<file path="config.mk">
export PLATFORM = sky130hd
export DESIGN_NAME = stereolbm_axis_cambm_deadlock_reporter
export DESIGN_NICKNAME = d
export VERILOG_FILES = /design/src/rtl/stereolbm_axis_cambm_deadlock_reporter.sv
export SDC_FILE = /design/constraint.sdc
export NUM_CORES = 1
export LEC_CHECK = 0
export CORE_MARGIN = 4
export CORE_UTILIZATION = 34
export CTS_CLUSTER_DIAMETER = 120
export DETAILED_ROUTE_END_ITERATION = 12
export PLACE_DENSITY_LB_ADDON = 0.12
export SYNTH_ARGS = -nofsm -noshare
export SYNTH_HDL_FRONTEND = slang
export SYNTH_SLANG_ARGS = --single-unit
</file>
<file path="constraint.sdc">
create_clock -name ap_clk -period 1.9 [get_ports ap_clk]
set_input_delay 0.38 -clock ap_clk [delete_from_list [all_inputs] [get_ports ap_clk]]
set_output_delay 0.38 -clock ap_clk [all_outputs]
set_load 0.03 [all_outputs]
</file>
<file path="src/rtl/stereolbm_axis_cambm_deadlock_reporter.sv">
// Sticky deadlock reporter for the stereolbm_axis_cambm dataflow region monitors.
// Define STEREOLBM_DEADLOCK_TIMESTAMP_EN to latch a free-running cycle count into dl_timestamp.
module stereolbm_axis_cambm_deadlock_reporter #(
  parameter int NUM_MON   = 8,
  parameter int IDX_W     = 3,
  parameter int PERSIST_W = 16,
  parameter int PERSIST   = 1000
) (
  input  logic               ap_clk,
  input  logic               ap_rst_n,
  input  logic [NUM_MON-1:0] mon_block,
  input  logic               dl_clear,
  output logic               dl_detect,
  output logic [IDX_W-1:0]   dl_first_idx,
  output logic [NUM_MON-1:0] dl_snapshot,
  output logic               dl_report_valid,
  input  logic               dl_report_ready,
  output logic [31:0]        dl_timestamp
);

  typedef enum logic [1:0] {IDLE, ARMED, DETECTED, REPORTED} state_t;

  localparam logic [PERSIST_W-1:0] CNT_LAST = PERSIST_W'(PERSIST - 1);

  state_t               state_q, state_d;
  logic [PERSIST_W-1:0] cnt_q, cnt_d;
  logic [IDX_W-1:0]     run_idx_q, run_idx_d;
  logic [IDX_W-1:0]     first_idx_q, first_idx_d;
  logic [NUM_MON-1:0]   snapshot_q, snapshot_d;
  logic                 detect_q, detect_d;
  logic                 valid_q, valid_d;
  logic [31:0]          ts_now;

  logic                 any_blk;
  logic                 hit;
  logic [IDX_W-1:0]     lowest_idx;

  assign any_blk = |mon_block;

  always_comb begin
    lowest_idx = '0;
    for (int i = NUM_MON - 1; i >= 0; i--) begin
      if (mon_block[i]) lowest_idx = IDX_W'(i);
    end
  end

`ifdef STEREOLBM_DEADLOCK_TIMESTAMP_EN
  logic [31:0] ts_cnt_q, ts_cnt_d;
  logic [31:0] ts_q, ts_d;

  assign ts_now   = ts_cnt_q;
  assign ts_cnt_d = ts_cnt_q + 32'd1;
  assign ts_d     = (hit && !dl_clear) ? ts_cnt_q : ts_q;

  always_ff @(posedge ap_clk or negedge ap_rst_n) begin
    if (!ap_rst_n) begin
      ts_cnt_q <= '0;
      ts_q     <= '0;
    end else begin
      ts_cnt_q <= ts_cnt_d;
      ts_q     <= ts_d;
    end
  end

  assign dl_timestamp = ts_q;
`else
  assign ts_now       = '0;
  assign dl_timestamp = ts_now;
`endif

  always_comb begin
    state_d     = state_q;
    cnt_d       = cnt_q;
    run_idx_d   = run_idx_q;
    first_idx_d = first_idx_q;
    snapshot_d  = snapshot_q;
    hit         = 1'b0;

    case (state_q)
      IDLE: begin
        if (any_blk) begin
          run_idx_d = lowest_idx;
          cnt_d     = PERSIST_W'(1);
          if (PERSIST == 1) hit = 1'b1;
          else              state_d = ARMED;
        end
      end
      ARMED: begin
        if (!any_blk) begin
          cnt_d   = '0;
          state_d = IDLE;
        end else if (cnt_q == CNT_LAST) begin
          hit = 1'b1;
        end else begin
          cnt_d = cnt_q + PERSIST_W'(1);
        end
      end
      DETECTED: begin
        if (dl_report_ready) state_d = REPORTED;
      end
      default: ;
    endcase

    // Clear beats both a detection and a handshake landing on the same edge.
    if (dl_clear) begin
      state_d = IDLE;
      cnt_d   = '0;
    end else if (hit) begin
      state_d     = DETECTED;
      cnt_d       = '0;
      snapshot_d  = mon_block;
      first_idx_d = (state_q == IDLE) ? lowest_idx : run_idx_q;
    end

    detect_d = (state_d == DETECTED) || (state_d == REPORTED);
    valid_d  = (state_d == DETECTED);
  end

  always_ff @(posedge ap_clk or negedge ap_rst_n) begin
    if (!ap_rst_n) begin
      state_q     <= IDLE;
      cnt_q       <= '0;
      run_idx_q   <= '0;
      first_idx_q <= '0;
      snapshot_q  <= '0;
      detect_q    <= 1'b0;
      valid_q     <= 1'b0;
    end else begin
      state_q     <= state_d;
      cnt_q       <= cnt_d;
      run_idx_q   <= run_idx_d;
      first_idx_q <= first_idx_d;
      snapshot_q  <= snapshot_d;
      detect_q    <= detect_d;
      valid_q     <= valid_d;
    end
  end

  assign dl_detect       = detect_q;
  assign dl_report_valid = valid_q;
  assign dl_first_idx    = first_idx_q;
  assign dl_snapshot     = snapshot_q;

endmodule

</file>
==> results.py <==
metrics = {
    "placement": {
        "place.gp.congestion": 0.761,
        "port_buffers": 24,
        "dp_hpwl_um": 2920,
        "placed_cell_area_sq_um": 2340,
    },
    "sta": {
        "maxSlewViolCount": 0,
        "finalCriticalPeriod_ps": 1960,
        "finClkSkew_ps": 7.79,
        "period_share_pct": 103,
        "max_clock_freq_mhz": 510,
        "hold_viol": 0,
        "whs_ps": 509,
        "tns_ps": -358,
        "setup_violations": 9,
        "layout_setup_ws_ps": -61.1,
        "rsz0062_at_grt": "yes",
    },
    "pwr": {
        "swShare_pct": 25.3,
        "vdd_drop_max_mv": 0.345,
        "p_sw_w": 0.000400,
        "combPwrFrac_pct": 12.8,
        "seqPwrFrac_pct": 46.8,
        "power_density_nw_per_um2": 622,
        "power.share.clock_pct": 40.4,
        "p_int_w": 0.00118,
        "p_leak_nw": 1.15,
    },
    "worst_hold_path": {
        "worstHoldPathType": "in2async",
    },
    "worst_setup_path": {
        "r2r_cells": 5,
        "worstReg2RegEnd": "dl_snapshot[5]",
        "path_delay_family": "simple AND/OR/NAND/NOR gates",
        "crit_path_end_kind": "register",
        "crit_type": "reg2reg",
        "start_kind": "register",
        "slowest_stage": "or4_4",
        "cp_cell_sequence": "or4_4 > nor4_4 > buf_4 > nand3_4 > mux2_4",
        "worstPathArrival_ps": 2120,
        "cpPeakStageDelay_ps": 560,
        "crit_fanout": 5,
        "ff2ff_setup_slack_ps": -60,
        "crit_buf_inv": 1,
        "reg2reg_from": "cnt_q[15]",
        "worstPathRequired_ps": 2060,
    },
    "final_layout": {
        "areaGrowthSynthToFinish_pct": 33.3,
        "nFillCells": 537,
        "final_cell_mix": "35 x buf_4, 34 x dfrtp_1, 32 x conb_1, 24 x clkdlybuf4s50_1, 17 x nor2_1",
        "final_core_util_pct": 46.5,
        "final_common_cell": "buf_4",
        "n_antenna_cell": 0,
        "stdcell_area_sq_um": 2540,
        "multiInputGateArea_sq_um": 955,
        "nNetsFinal": 268,
        "regArea_sq_um": 851,
        "final_layout_size_suffix_gt1_share_pct": 27.7,
    },
    "outcome": {
        "status": "finished, violations left",
        "violations": "setup timing",
    },
    "die": {
        "fp.dieH_um": 82.9,
        "die-area_sq_um": 6870,
        "coreArea_sq_um": 5470,
        "ioPinCount": 57,
        "core.rowCount": 27,
        "start_util_pct": 34.8,
        "fp.dieW_um": 82.9,
    },
    "global_route": {
        "antenna_found_initial": 0,
        "grt_max_degree": 35,
        "grt_overflow": 0,
        "grt_first_pass_wirelength_um": 6730,
        "globalRouteTotalUtil_pct": 12.0,
        "grt_pass1_vias": 1410,
    },
    "cts": {
        "cts_buffers": 5,
        "tritoncts": "done",
        "clock-sinks": 34,
        "h-tree-depth": 2,
        "clk_latency_ps": 280,
        "clk_pin_slew_ps": 70,
        "clock_path_buffers": 2,
        "clock-root-buffer": "clkbuf_8",
        "hold_buffers": 0,
    },
    "route": {
        "wirelength_um": 3990,
        "avgRoutedWirePerCell_um": 12.2,
        "num_vias": 1457,
        "postRouteAntennaNets": 0,
        "vias_per_cell": 4.44,
        "first_iter_violations": 46,
        "drt-pass1-iter-count": 4,
        "drc": 0,
    },
    "logic_synthesis": {
        "yosys_warnings": 0,
        "synth_edf_count": 0,
        "synth_cell_types": 38,
        "ys_seq_area_share_pct": 44.6,
        "async_reset_ff_share_pct": 100,
        "synth_area_sq_um": 1910,
        "yosys_most_used_dff": "dfrtp_1",
        "avgSynthCellArea_sq_um": 9.88,
        "synth_cells": 193,
        "synth.ff_latch_count": 34,
    },
    "job": {
        "cap_violations": 0,
    },
}
==> power groups by stage <==
stage               clock network [W]  logic (W)  registers (W)
floorplan                           0   0.000169       0.000752
global placement                    0   0.000195       0.000754
detailed placement                  0   0.000195       0.000754
CTS                          0.000674   0.000201       0.000740
global route                 0.000697   0.000218       0.000741
finish                       0.000640   0.000202       0.000741
==> repair_timing <==
item	4_1_cts	5_1_grt
resized for setup	7	10
cloned	1	0
buffers inserted	1	1
pin swaps	3	5
endpoints found under the setup margin	25	30
hold endpoints to repair	0	0
==> stage by stage <==
stage | instances | setup slack, ps | total power, W
global placement | 317 | -353 | 0.000949
CTS | 327 | -76.8 | 0.00162
finish | 328 | -61.1 | 0.00158
detailed placement | 317 | -370 | 0.000949
global route | 328 | -154 | 0.00166
floorplan | 224 | -28.6 | 0.000922
==> synthesized netlist by cell type (2+ instances only) <==
master,number,share of area [%]
o21bai_1,2,0.79
nor4_1,2,0.66
o21ai_0,12,3.1
inv_1,7,1.4
or4_4,2,1.2
nor3_1,5,1.3
or3_1,6,2.0
nand2_1,10,2.0
mux2_4,4,3.1
nand3_1,3,0.79
o21ai_1,3,0.79
o31ai_1,3,1.2
dfrtp_1,34,45
a21oi_1,12,3.1
nand2b_1,2,0.66
clkbuf_1,3,0.59
or2_2,2,0.66
nor2_1,17,3.3
o2111ai_1,2,0.92
o211ai_1,3,1.2
buf_4,33,13
mux2_2,4,2.4
xor2_1,7,3.2
==> flip-flops by register name, summed over array words and instances, names as in the netlist <==
register,count
cnt_q,16
dl_first_idx,3
dl_snapshot,8
dl_detect,1
state_q,2
run_idx_q,3
dl_report_valid,1
==> layout make-up <==
cell class | instances | area share, %
clock inverter | 1 | 1.18
clock buffer | 7 | 3.00
inverter | 7 | 1.03
sequential | 34 | 33.5
multi-input combinational | 147 | 37.5
timing repair buffer | 60 | 20.2
tap | 72 | 3.54
==> worst max-delay path by stage <==
| stage | startpoint | endpoint | slack [ps] | cells past startpoint |
|---|---|---|---|---|
| after floorplan | cnt_q[4] | dl_snapshot[3] | -30 | 5 |
| after global placement | mon_block[4] | dl_snapshot[7] | -350 | 7 |
| after detailed placement | mon_block[4] | dl_snapshot[0] | -370 | 7 |
| after CTS | cnt_q[13] | dl_snapshot[5] | -80 | 5 |
| after global routing | cnt_q[4] | dl_snapshot[3] | -150 | 5 |
| final | cnt_q[15] | dl_snapshot[5] | -60 | 5 |
==> kinds of logic (layout without fill, tap and decap cells) <==
family / after synthesis / after routing / share of synthesized area (%)
simple gates: 55 / 56 / 16.3
mux: 9 / 9 / 6.10
fa+ha+maj: 1 / 1 / 0.656
compound gates: 41 / 41 / 12.9
flops: 34 / 34 / 44.6
other cells: 1 / 32 / 0.197
buf+inv: 44 / 75 / 15.6
xor+xnor: 8 / 8 / 3.67
==> metal layers <==
layer	GRT usage, %	up-vias	routed length (um)
met5	0	-	0
met4	3.57	0	34
met3	3.37	2	171
met2	19.0	34	1900
met1	16.1	687	1890
li1	-	734	-
Note: power is estimated with default switching activity, not from simulation.
==> patch 1: new RTL, same settings <==
Set the parameter `NUM_MON` to 7 (it was 8).
--- a/src/rtl/stereolbm_axis_cambm_deadlock_reporter.sv
+++ b/src/rtl/stereolbm_axis_cambm_deadlock_reporter.sv
@@ -2,5 +2,5 @@
 // Define STEREOLBM_DEADLOCK_TIMESTAMP_EN to latch a free-running cycle count into dl_timestamp.
 module stereolbm_axis_cambm_deadlock_reporter #(
-  parameter int NUM_MON   = 8,
+  parameter int NUM_MON   = 7,
   parameter int IDX_W     = 3,
   parameter int PERSIST_W = 16,
Ports: changed (resized dl_snapshot and mon_block); port bits go from 57 to 55. No check against the original RTL was run, so the function may have changed too.
==> patch 1 against the original RTL <==
  * Combinational power rose by 32%
  * Sequential cell count fell by 1
  * Worst setup slack improved by 0.16 ns
  * Design area grew 3.1%
  * Fmax up 9.1%
  * Synthesized area up 4.4%
  * Worst hold slack got worse by 0.089 ns
  * Cell count rose by 4.6%
  * Total power fell by 4.4%
  * Wire length is 25% higher
==> patch 1: results (changes against the original RTL) <==
DRT Wirelength=4980 um (+25%); Post-CTS Repair Setup Buffers=0 (-1); CLK BUF=8 (+1); Hold WS=0.419 ns (-0.0893 ns); met1 WL=2500 um (+32%); clk cell area share=3.06% (-1.1 points); area occupied by multi-input gates=1040 um^2 (+9.2%); Synth Area in Compound Gates=16.8% (+3.9 points); Worst path top cell family by delay=compound AO/OA/AOI/OAI gates; min-delay worst type=primary input to register; inverters=5 (-2); RR Startpoint=cnt_q[0]; top cells by count, synth=33 x dfrtp_1, 32 x buf_4, 15 x a31oi_1; post-route insts no fill=343 (+4.6%); pre-CTS setup slack=-0.345 ns (+0.0249 ns); Top FF cell, synth=dfrtp_1; Unique masters post-synth=44 (+16%); met2 Use GR=20.5% (+1.5 points); Cell Area, Placed=2450 um^2 (+5.0%); GR Layer Usage met3=3.24% (-0.13 points); R2R Setup Slk=0.10 ns (+0.16 ns); synthesized instance count=205 (+6.2%); Worst IR Drop VDD=0.308 mV (-11%); multiplexer area fraction after synthesis=4.53% (-1.6 points); Non-clk bufs=66 (+10%); Layout Skew=0.00485 ns (-0.00294 ns); Int Pwr=0.00107 W (-9.4%); DR WL met2=2150 um (+13%); routability cong.=0.748 (-1.7%); Slowest-stage cell, CP=dfrtp_1; Detail Placement HPWL=3550 um (+22%); switching share of power=29.2% (+3.9 points); met1 Use GR=21.0% (+4.9 points); global-route wire length before repair=8240 um (+22%); status=complete, no violations; worst path arrival time=2.00 ns (-0.12 ns); dpl cells=332 (+4.7%); Synth Register Bits=33 (-2.9%); largest net degree at the start of global routing=34 (-2.9%); top cells by area, synth=dfrtp_1 41%, buf_4 12%, a31oi_1 4.7%, or4_1 3.4%, mux2_2 3.4%; Synth Area in Adders=0.629% (-0.028 points); Core Util, Final=46.7% (+0.26 points); Vias/cell=5.04 (+13%); non-clk buf share=21.5% (+1.3 points); comb pwr=0.000267 W (+32%); #MultiIn Comb=159 (+8.2%); NumNets Final=282 (+5.2%); Detailed Route Iter0 Violations=77 (+67%); leakage power=1.18 nW (+3.3%); area occupied by registers=826 um^2 (-2.9%); Overall Global Routing Usage=14.5% (+2.4 points); Largest stage delay, worst path=0.38 ns (-0.18 ns); post-cts resize count=6 (-1); Clock Power Share=33.9% (-6.5 points); input/output buffers=22 (-8.3%); Layout fillers=561 (+4.5%)
-- patch 1: cell types whose count changed in the layout (fill, tap and decap cells not counted), sizes merged, moves of 6 or more --
cell and change:
a31oi +14, o21ai -9, buf +8, clkdlybuf4s50 -8, nor2 -8, or4 +8
nand4 +7, xor2 -7, a211oi +6, a21oi -6
-- patch 1: how the worst max path moves through the flow --
stage            startpoint        end  slack (ns)
2_1_floorplan      cnt_q[0]   cnt_q[3]        0.02
3_3_place_gp   mon_block[0]  cnt_q[10]       -0.32
3_5_place_dp   mon_block[0]  cnt_q[10]       -0.35
4_1_cts        mon_block[1]   cnt_q[8]      -0.003
5_1_grt            cnt_q[1]  cnt_q[12]        0.02
6_report           cnt_q[0]  cnt_q[10]        0.10
-- patch 1: kinds of logic after synthesis --
kind of cell	Yosys count
AO/OA/AOI/OAI	48
XOR/XNOR	1
adder cells (fa/ha/maj)	1
buffers and inverters	44
flip-flops	33
multiplexers	8
other	1
AND/OR/NAND/NOR	69
==> patch 2: new RTL, config.mk and constraints unchanged <==
Made on the original files. Re-encode `state_t` (4 states) as one-hot, 4 bits wide.
--- a/src/rtl/stereolbm_axis_cambm_deadlock_reporter.sv
+++ b/src/rtl/stereolbm_axis_cambm_deadlock_reporter.sv
@@ -19,5 +19,5 @@
 );
 
-  typedef enum logic [1:0] {IDLE, ARMED, DETECTED, REPORTED} state_t;
+  typedef enum logic [3:0] {IDLE = 4'b0001, ARMED = 4'b0010, DETECTED = 4'b0100, REPORTED = 4'b1000} state_t;
 
   localparam logic [PERSIST_W-1:0] CNT_LAST = PERSIST_W'(PERSIST - 1);
Check against the original RTL: same outputs for any inputs over 10 cycles, from zero or initial values and one cycle with ap_rst_n low; not proved beyond that.
==> patch 2 against the original RTL <==
  * The flow still finishes with violations (setup timing)
  * Sequential cell count rose by 2
  * Wire length increased by 30%
  * Worst setup slack improved by 0.042 ns
  * Design area grew 18%
  * Count of clock-buffer cells in the layout did not move
  * Synthesized area grew 9.2%
  * Clock skew increased by 0.00086 ns
  * Critical path type unchanged
  * Critical endpoint is now cnt_q[11]
  * Largest cell class unchanged
  * Highest routed layer unchanged
Power is not compared: it rests on default switching activity, and its combinational part moved more than twofold at a synthesized area within 25%.
==> patch 2: results (changes against the original RTL) <==
pre-CTS setup slack=-0.555 ns (-0.184 ns); top cells by count, synth=35 x dfrtp_1, 32 x buf_4, 17 x nand2_1, 17 x nor2_1, 15 x a21oi_1; NumNets Final=309 (+15%); Detail Placement HPWL=3760 um (+29%); routability cong.=0.738 (-3.1%); Largest stage delay, worst path=0.56 ns (about the same); post-cts resize count=27 (+20); sum of negative setup slack=-0.0194 ns (+0.338 ns); Clock Path Buffers=2 (unchanged); final worst slack=-0.0194 ns (+0.0418 ns); Layout fillers=583 (+8.6%); Seq cells=36 (+5.9%); largest net degree at the start of global routing=21 (-40%); top cell type's share of synthesized area=42.1% (-2.6 points); Seq/total area=30.0% (-3.4 points); FFs w/ async S/R, synth=100% (unchanged); input/output buffers=24 (unchanged); synthesized instance count=213 (+10%); area occupied by registers=903 um^2 (+6.2%); Non-clk bufs=85 (+42%); Slowest-stage cell, CP=dfstp_2; clk cell area share=2.70% (-1.5 points); # setup viols final=1 (-8); Cell Area, Placed=2690 um^2 (+15%); Detailed Route Iter0 Violations=38 (-17%); Unique masters post-synth=50 (+32%); initial antenna violation count=0 (unchanged); dpl cells=356 (+12%); post-route insts no fill=372 (+13%); maximum fanout along the worst path=5 (unchanged); Worst-Skew Late Latency=0.29 ns; multi-input combinational area share=39.0% (+1.5 points); #MultiIn Comb=165 (+12%); vias in the first global route=1,716 (+22%); Core Util, Final=50.8% (+4.4 points); layout cells sized above 1=38.0% (+10 points); global-route wire length before repair=8250 um (+23%); inverters=3 (-4); Vias=1,772 (+22%); Post-CTS Repair Setup Buffers=6 (+5); non-clk buf share=24.8% (+4.6 points); top cells by area, synth=dfrtp_1 42%, buf_4 12%, a21oi_1 3.6%, mux2_2 3.2%, nand2_1 3.1%; Layout Skew=0.00865 ns (+0.000856 ns); failing checks=setup timing; status=finished, violations left; Overall Global Routing Usage=14.2% (+2.2 points); Hold WS=0.0292 ns (-0.479 ns); worst path arrival time=2.14 ns (+0.02 ns); Seq/Total Area, Yosys=43.3% (-1.3 points); WL per Instance=13.9 um (+14%)
-- patch 2: cell count changes in the layout (fill, tap and decap cells not counted), moves of 3 or more --
cell / unedited run / this run
o21ai_0: 10 / 1
and3_1: 0 / 4
dlygate4sd2_1: 0 / 8
and4_1: 0 / 3
clkdlybuf4s50_1: 24 / 15
inv_1: 7 / 3
or3_1: 6 / 0
buf_4: 35 / 49
buf_6: 1 / 10
a211oi_2: 0 / 3
mux2_4: 5 / 0
a31oi_1: 0 / 4
xor2_1: 7 / 0
nand2_1: 8 / 13
-- patch 2: path summary, 6_finish.rpt --
kind	start	end	depth (start not counted)
max	state_q[0]	cnt_q[11]	7
min	ap_rst_n	run_idx_q[2]	1
max reg2reg	state_q[0]	cnt_q[11]	7
min reg2reg	dl_snapshot[2]	dl_snapshot[2]	2
max in group asynchronous	ap_rst_n	cnt_q[15]	2
min in group ap_clk	dl_snapshot[2]	dl_snapshot[2]	2
-- patch 2: layer usage --
metal,GRT usage (%),vias up,routed length (um)
met4,4.67,0,72
met1,17.9,851,2260
met5,0,-,0
met2,24.1,38,2640
li1,-,876,-
met3,3.23,7,204
-- patch 2: cells by family (layout without fill, tap and decap cells) --
kind of cell / Yosys count / after routing / share of synthesized area, %
AOI/OAI and AO/OA: 47 / 47 / 15.1
xor gates and xnor gates: 3 / 3 / 1.26
adders and majority gates: 1 / 1 / 0.601
buffers and inverters: 44 / 96 / 14.5
DFF: 36 / 36 / 43.3
muxes: 6 / 6 / 3.24
other: 1 / 32 / 0.180
and+or+nand+nor: 75 / 76 / 21.7
-- patch 2: where the power goes --
group / internal, W / total [W] / switching (W) / leakage, nW
registers: 0.000794 / 0.000816 / 0.0000214 / 0.492
logic: 0.000216 / 0.000483 / 0.000267 / 0.819
clock network: 0.000258 / 0.000542 / 0.000284 / 0.0422
